<file path="src/rtl/fetch_stage_if.sv">
// Fetch-stage bus bundle: instruction-memory port plus the decode-side
// instruction/control handshake. The fetch stage is the master.
interface fetch_stage_if;
    logic        stall;
    logic        redirect;
    logic [31:0] redirect_pc;
    logic [31:0] imem_addr;
    logic        imem_en;
    logic [31:0] imem_dout;
    logic [31:0] inst;
    logic [31:0] inst_pc;
    logic        inst_valid;
    logic [6:0]  opcode;
    logic [2:0]  funct3;
    logic        inst_bit30;
    logic [31:0] fetch_cnt;

    modport master (
        input  stall, redirect, redirect_pc, imem_dout,
        output imem_addr, imem_en, inst, inst_pc, inst_valid,
               opcode, funct3, inst_bit30, fetch_cnt
    );

    modport slave (
        output stall, redirect, redirect_pc, imem_dout,
        input  imem_addr, imem_en, inst, inst_pc, inst_valid,
               opcode, funct3, inst_bit30, fetch_cnt
    );
endinterface

</file>
<file path="src/rtl/fetch_stage.sv">
// Instruction-fetch stage: owns the PC, drives a 1-cycle-latency instruction
// memory, buffers the returned word across decode stalls and kills the
// wrong-path instruction on an execute redirect (one-bubble penalty).
module fetch_stage #(
    parameter logic [31:0] RESET_PC = 32'h4000_0000,
    parameter logic [31:0] NOP_INST = 32'h0000_0013
) (
    input  logic          clk,
    input  logic          rst,
    fetch_stage_if.master bus
);

    typedef enum logic [1:0] {BOOT, RUN, HOLD} state_t;

    state_t      r_state;
    state_t      w_state_nxt;
    logic [31:0] r_req_pc;
    logic        r_req_vld;
    logic [31:0] r_hold_inst;
    logic [31:0] r_fetch_cnt;

    logic [31:0] w_tgt;
    logic [31:0] w_pc_inc;
    logic [31:0] w_pc_nxt;
    logic        w_vld_nxt;
    logic        w_capture;
    logic [31:0] w_addr;
    logic        w_en;
    logic [31:0] w_inst;
    logic        w_valid;
    logic [31:0] w_inst_pc;

    // Next-state, memory request and decode-side outputs; redirect overrides all.
    always_comb begin
        w_tgt       = bus.redirect_pc & 32'hFFFF_FFFC;
        w_pc_inc    = r_req_pc + 32'd4;
        w_state_nxt = r_state;
        w_pc_nxt    = r_req_pc;
        w_vld_nxt   = r_req_vld;
        w_capture   = 1'b0;
        w_addr      = w_pc_inc;
        w_en        = 1'b0;
        w_inst      = NOP_INST;
        w_valid     = 1'b0;
        w_inst_pc   = r_req_pc;

        case (r_state)
            BOOT: begin
                w_addr      = RESET_PC;
                w_en        = 1'b1;
                w_inst_pc   = RESET_PC;
                w_pc_nxt    = RESET_PC;
                w_vld_nxt   = 1'b1;
                w_state_nxt = RUN;
            end
            RUN: begin
                w_inst  = r_req_vld ? bus.imem_dout : NOP_INST;
                w_valid = r_req_vld;
                if (bus.stall) begin
                    // Memory output is only good this cycle; park it.
                    w_capture   = 1'b1;
                    w_state_nxt = HOLD;
                end else begin
                    w_en     = 1'b1;
                    w_pc_nxt = w_pc_inc;
                end
            end
            HOLD: begin
                w_inst  = r_hold_inst;
                w_valid = r_req_vld;
                if (!bus.stall) begin
                    w_en        = 1'b1;
                    w_pc_nxt    = w_pc_inc;
                    w_state_nxt = RUN;
                end
            end
            default: begin
                w_state_nxt = BOOT;
            end
        endcase

        if (bus.redirect) begin
            w_inst      = NOP_INST;
            w_valid     = 1'b0;
            w_addr      = w_tgt;
            w_en        = 1'b1;
            w_pc_nxt    = w_tgt;
            w_vld_nxt   = 1'b1;
            w_capture   = 1'b0;
            w_state_nxt = RUN;
        end
    end

    // State, PC, hold buffer and accepted-instruction counter.
    always_ff @(posedge clk) begin
        if (!rst) begin
            r_state     <= BOOT;
            r_req_pc    <= RESET_PC;
            r_req_vld   <= 1'b0;
            r_hold_inst <= NOP_INST;
            r_fetch_cnt <= 32'd0;
        end else begin
            r_state   <= w_state_nxt;
            r_req_pc  <= w_pc_nxt;
            r_req_vld <= w_vld_nxt;
            if (w_capture) begin
                r_hold_inst <= bus.imem_dout;
            end
            if (w_valid && !bus.stall) begin
                r_fetch_cnt <= r_fetch_cnt + 32'd1;
            end
        end
    end

    assign bus.imem_addr  = w_addr;
    assign bus.imem_en    = w_en;
    assign bus.inst       = w_inst;
    assign bus.inst_pc    = w_inst_pc;
    assign bus.inst_valid = w_valid;
    assign bus.opcode     = w_inst[6:0];
    assign bus.funct3     = w_inst[14:12];
    assign bus.inst_bit30 = w_inst[30];
    assign bus.fetch_cnt  = r_fetch_cnt;

endmodule

</file>
<file path="src/flat_wrapper.sv">
// flat-port wrapper written by rule: the top's interface ports become plain ports
module fetch_stage_flat 
#(
    parameter logic [31:0] RESET_PC = 32'h4000_0000,
    parameter logic [31:0] NOP_INST = 32'h0000_0013
)
  (clk, rst, bus_stall, bus_redirect, bus_redirect_pc, bus_imem_dout, bus_imem_addr, bus_imem_en, bus_inst, bus_inst_pc, bus_inst_valid, bus_opcode, bus_funct3, bus_inst_bit30, bus_fetch_cnt);
  fetch_stage_if bus_i ();
  input  logic clk;
  input  logic rst;
  input wire logic [$bits(bus_i.stall)-1:0] bus_stall;
  input wire logic [$bits(bus_i.redirect)-1:0] bus_redirect;
  input wire logic [$bits(bus_i.redirect_pc)-1:0] bus_redirect_pc;
  input wire logic [$bits(bus_i.imem_dout)-1:0] bus_imem_dout;
  output wire logic [$bits(bus_i.imem_addr)-1:0] bus_imem_addr;
  output wire logic [$bits(bus_i.imem_en)-1:0] bus_imem_en;
  output wire logic [$bits(bus_i.inst)-1:0] bus_inst;
  output wire logic [$bits(bus_i.inst_pc)-1:0] bus_inst_pc;
  output wire logic [$bits(bus_i.inst_valid)-1:0] bus_inst_valid;
  output wire logic [$bits(bus_i.opcode)-1:0] bus_opcode;
  output wire logic [$bits(bus_i.funct3)-1:0] bus_funct3;
  output wire logic [$bits(bus_i.inst_bit30)-1:0] bus_inst_bit30;
  output wire logic [$bits(bus_i.fetch_cnt)-1:0] bus_fetch_cnt;
  assign bus_i.stall = bus_stall;
  assign bus_i.redirect = bus_redirect;
  assign bus_i.redirect_pc = bus_redirect_pc;
  assign bus_i.imem_dout = bus_imem_dout;
  assign bus_imem_addr = bus_i.imem_addr;
  assign bus_imem_en = bus_i.imem_en;
  assign bus_inst = bus_i.inst;
  assign bus_inst_pc = bus_i.inst_pc;
  assign bus_inst_valid = bus_i.inst_valid;
  assign bus_opcode = bus_i.opcode;
  assign bus_funct3 = bus_i.funct3;
  assign bus_inst_bit30 = bus_i.inst_bit30;
  assign bus_fetch_cnt = bus_i.fetch_cnt;
  fetch_stage #(.RESET_PC(RESET_PC), .NOP_INST(NOP_INST)) u_core (.clk(clk), .rst(rst), .bus(bus_i));
endmodule
</file>
<file path="config.mk">
export PLATFORM = sky130hd
export DESIGN_NAME = fetch_stage_flat
export DESIGN_NICKNAME = d
export VERILOG_FILES = /design/src/rtl/fetch_stage_if.sv /design/src/rtl/fetch_stage.sv /design/src/flat_wrapper.sv
export SDC_FILE = /design/constraint.sdc
export NUM_CORES = 1
export LEC_CHECK = 0
export ABC_AREA = 1
export CAP_MARGIN = 20
export CORE_AREA = 3 3 163 86
export DETAILED_ROUTE_END_ITERATION = 8
export DIE_AREA = 0 0 166 89
export PLACE_DENSITY = 0.94
export SLEW_MARGIN = 20
export SYNTH_ARGS = -nofsm -noshare
export SYNTH_HDL_FRONTEND = slang
export SYNTH_SLANG_ARGS = --single-unit
export TNS_END_PERCENT = 20
</file>
<file path="constraint.sdc">
create_clock -name clk -period 4.7 [get_ports clk]
set_input_delay 0.705 -clock clk [delete_from_list [all_inputs] [get_ports clk]]
set_output_delay 0.705 -clock clk [all_outputs]
set_load 0.01 [all_outputs]
</file>
==> results.yml <==
finish:
  nNetsFinal: 1339
  n_fill_cell: 1047
  regArea_mm2: 0.00198
  multi_input_comb_area_mm2: 0.00378
  drive_above_1_share_pct: 2.84
  fin_area_mm2: 0.00880
  area_delta_synth_final_pct: 37.5
  diodes: 0
synthesis:
  synth_cell_types: 28
  synth_area_leader_cell: "dfxtp_1"
  synth_cells: 1103
  avgSynthCellArea_um2: 5.80
  syn_nets: 1178
  yosysWarnings: 0
  seq_area_frac_synth_pct: 31.0
  synth.top_cell.area_share_pct: 31.0
  synth_area_mm2: 0.00640
  ys_ff_latch: 99
  synth_area_leaders: "dfxtp_1, nand2_1, nor2_1"
routing:
  drtAntennaViolNets: 0
  drcViolationCount: 0
  drt_iter0_markers: 871
  vias_per_cell: 5.55
  vias: 7986
  wl_um: 21900
  first_pass_iters: 7
  wl_per_cell_um: 15.2
sta:
  fin_crit_sh_pct: 76.8
  relSlewSlack_pct: 28.9
  setup_viol: 0
  clock-skew-final_ns: 0.0108
  timing.setup.tns_ns: 0
  min_period_ns: 3.61
  worst_pin_slew_ns: 1.07
  slew_viol_final: 0
  rsz0062_at_grt: "false"
  fmax_ghz: 0.277
  hold_violations: 0
place:
  dpl-instance-area_mm2: 0.00844
  portBuffers: 206
  gp_congestion: 0.891
  hpwlAfterDp_um: 15700
worst_setup_path:
  rr_worst_depth: 7
  r2r-start: "u_core.r_state[0]"
  crit_path_max_incr_delay_ns: 0.60
  rrSetupSlack_ns: 2.07
  cp-startpoint: "u_core.r_state[0]"
  crit_type: "register to primary output"
  worstPathMaxFanout: 34
  endpoint: "bus_imem_addr[4]"
  cp-start-kind: "register"
  crit_path_top_delay_cell: "clkdlybuf4s50_1"
  endpoint_kind: "primary output"
  cp_data_required_time_ns: 3.99
  r2r_end: "u_core.r_hold_inst[12]"
  crit_chain: "inv_1 > ha_1 > buf_4 > nor2_2 > buf_4 > inv_1 > o22ai_1 > clkdlybuf4s50_1"
  cp.arrival_ns: 2.90
global_route:
  grtUsageMet2_pct: 50.0
  use_met1_pct: 35.2
  gr-total-overflow: 0
  grt_max_degree: 79
  busiest_layer: "met2"
  grt_usage_pct: 28.5
  first_global_vias: 7329
  grt.met3_usage_pct: 4.59
  antenna_found_initial: 0
  grt_pass1_wl_um: 35100
floorplanning:
  io_pins: 209
  dieArea_mm2: 0.0148
  start_util_pct: 50.8
  core_area_mm2: 0.0126
  row_count: 29
  die_h_um: 89
  die_w_um: 166
clock_network:
  postCtsSetupBuffers: 0
  ctsResizeCount: 0
  h-tree-depth: 3
  clockRootBuffer: "clkbuf_16"
  cts_tree: "done"
  clock_sinks: 99
  path_clk_slew_ns: 0.07
  clk_latency_ns: 0.35
  postCtsHoldBufs: 0
  cts_max_path_buffers: 2
  numCtsBuffers: 9
power:
  power_density_mw_per_mm2: 255
  vdd_drop_max_mv: 0.187
  p_leak_nw: 3.25
outcome:
  status: "finished clean"
run:
  maxCapViolCount: 0
hold_path:
  hold_path_class: "register to register"
-- registers in the layout, summed over array words and instances (netlist names) --
name / flops
u_core.r_req_vld: 1
u_core.r_hold_inst: 32
u_core.r_state: 2
u_core.r_req_pc: 32
u_core.bus.fetch_cnt: 32
-- area by class of cell --
cell class                      instances  area share (%)
Clock buffer                           10            2.60
Multi-Input combinational cell        843            42.9
Clock inverter                          6            1.28
Inverter                               97            4.14
Tap cell                              170            2.42
Sequential cell                        99            22.5
Timing Repair Buffer                  214            24.1
-- layout by cell type (no fill, tap or decap), drive strengths merged --
master,n
nand2,302
nor2,209
clkdlybuf4s50,204
nand3,101
dfxtp,99
inv,98
a21oi,92
o21ai,80
xor2,11
nand4,10
clkbuf,10
buf,10
a31oi,9
ha,7
o22ai,6
xnor2,3
a22o,3
bufinv,3
nor3,3
a211oi,2
clkinv,2
a22oi,1
nand3b,1
o21a,1
o21bai,1
a211o,1
-- metrics by stage --
step                      setup WS [ns]  instances  total power, mW  util, %  hold WS (ns)
final                              1.09       1439             2.24     69.9         0.460
after global routing               1.02       1439             2.32     69.9         0.488
after CTS                          1.11       1438             2.24     69.8         0.460
after detailed placement           1.28       1422             1.39     67.0         0.442
after global placement             1.31       1422             1.37     67.0         0.438
after floorplan                    2.18       1103             1.17        -         0.429
-- logic make-up after synthesis --
| family | synth area share [%] |
|---|---|
| AO/OA/AOI/OAI | 16.1 |
| XOR/XNOR | 1.92 |
| adder cells (fa/ha/maj) | 1.37 |
| buffers and inverters | 10.2 |
| flip-flops | 31.0 |
| AND/OR/NAND/NOR | 39.5 |
-- report_power, final --
group	total [mW]	leakage [nW]	switching [mW]	internal (mW)
clock network	0.860	0.167	0.337	0.523
logic	0.449	2.28	0.250	0.199
registers	0.931	0.808	0.0498	0.881
-- synthesized netlist by cell type, drive strengths merged --
cell type  instances
a211o              1
a211oi             2
a21oi             92
a22o               3
a22oi              1
a31oi              9
buf               21
clkbuf            43
dfxtp             99
ha                 7
inv               97
nand2            302
nand3            101
nand3b             1
nand4             10
nor2             209
nor3               3
o21a               1
o21ai             80
o21bai             1
o22ai              6
xnor2              3
xor2              11
-- worst max-delay path, delay by kind of cell, from the launching register on --
kind,cells,cell delay [ns]
adder cells (fa/ha/maj),1,0.20
buffers and inverters,5,1.51
AND/OR/NAND/NOR,1,0.19
flip-flops,1,0.42
AO/OA/AOI/OAI,1,0.21
-- worst min path at each step --
stage / startpoint / end / cells after the start
finish: u_core.r_hold_inst[0] / u_core.r_hold_inst[0] / 2
global route: u_core.r_hold_inst[0] / u_core.r_hold_inst[0] / 2
CTS: u_core.r_hold_inst[0] / u_core.r_hold_inst[0] / 2
detailed placement: u_core.r_hold_inst[0] / u_core.r_hold_inst[0] / 2
global placement: u_core.r_hold_inst[4] / u_core.r_hold_inst[4] / 2
floorplan: u_core.r_hold_inst[0] / u_core.r_hold_inst[0] / 2
-- metal layers --
layer | vias up | wire length [um]
met4 | 0 | 858
met5 | - | 0
met2 | 373 | 10400
li1 | 3850 | -
met3 | 71 | 1560
met1 | 3692 | 9060
Note: power is estimated with default switching activity, not from simulation.
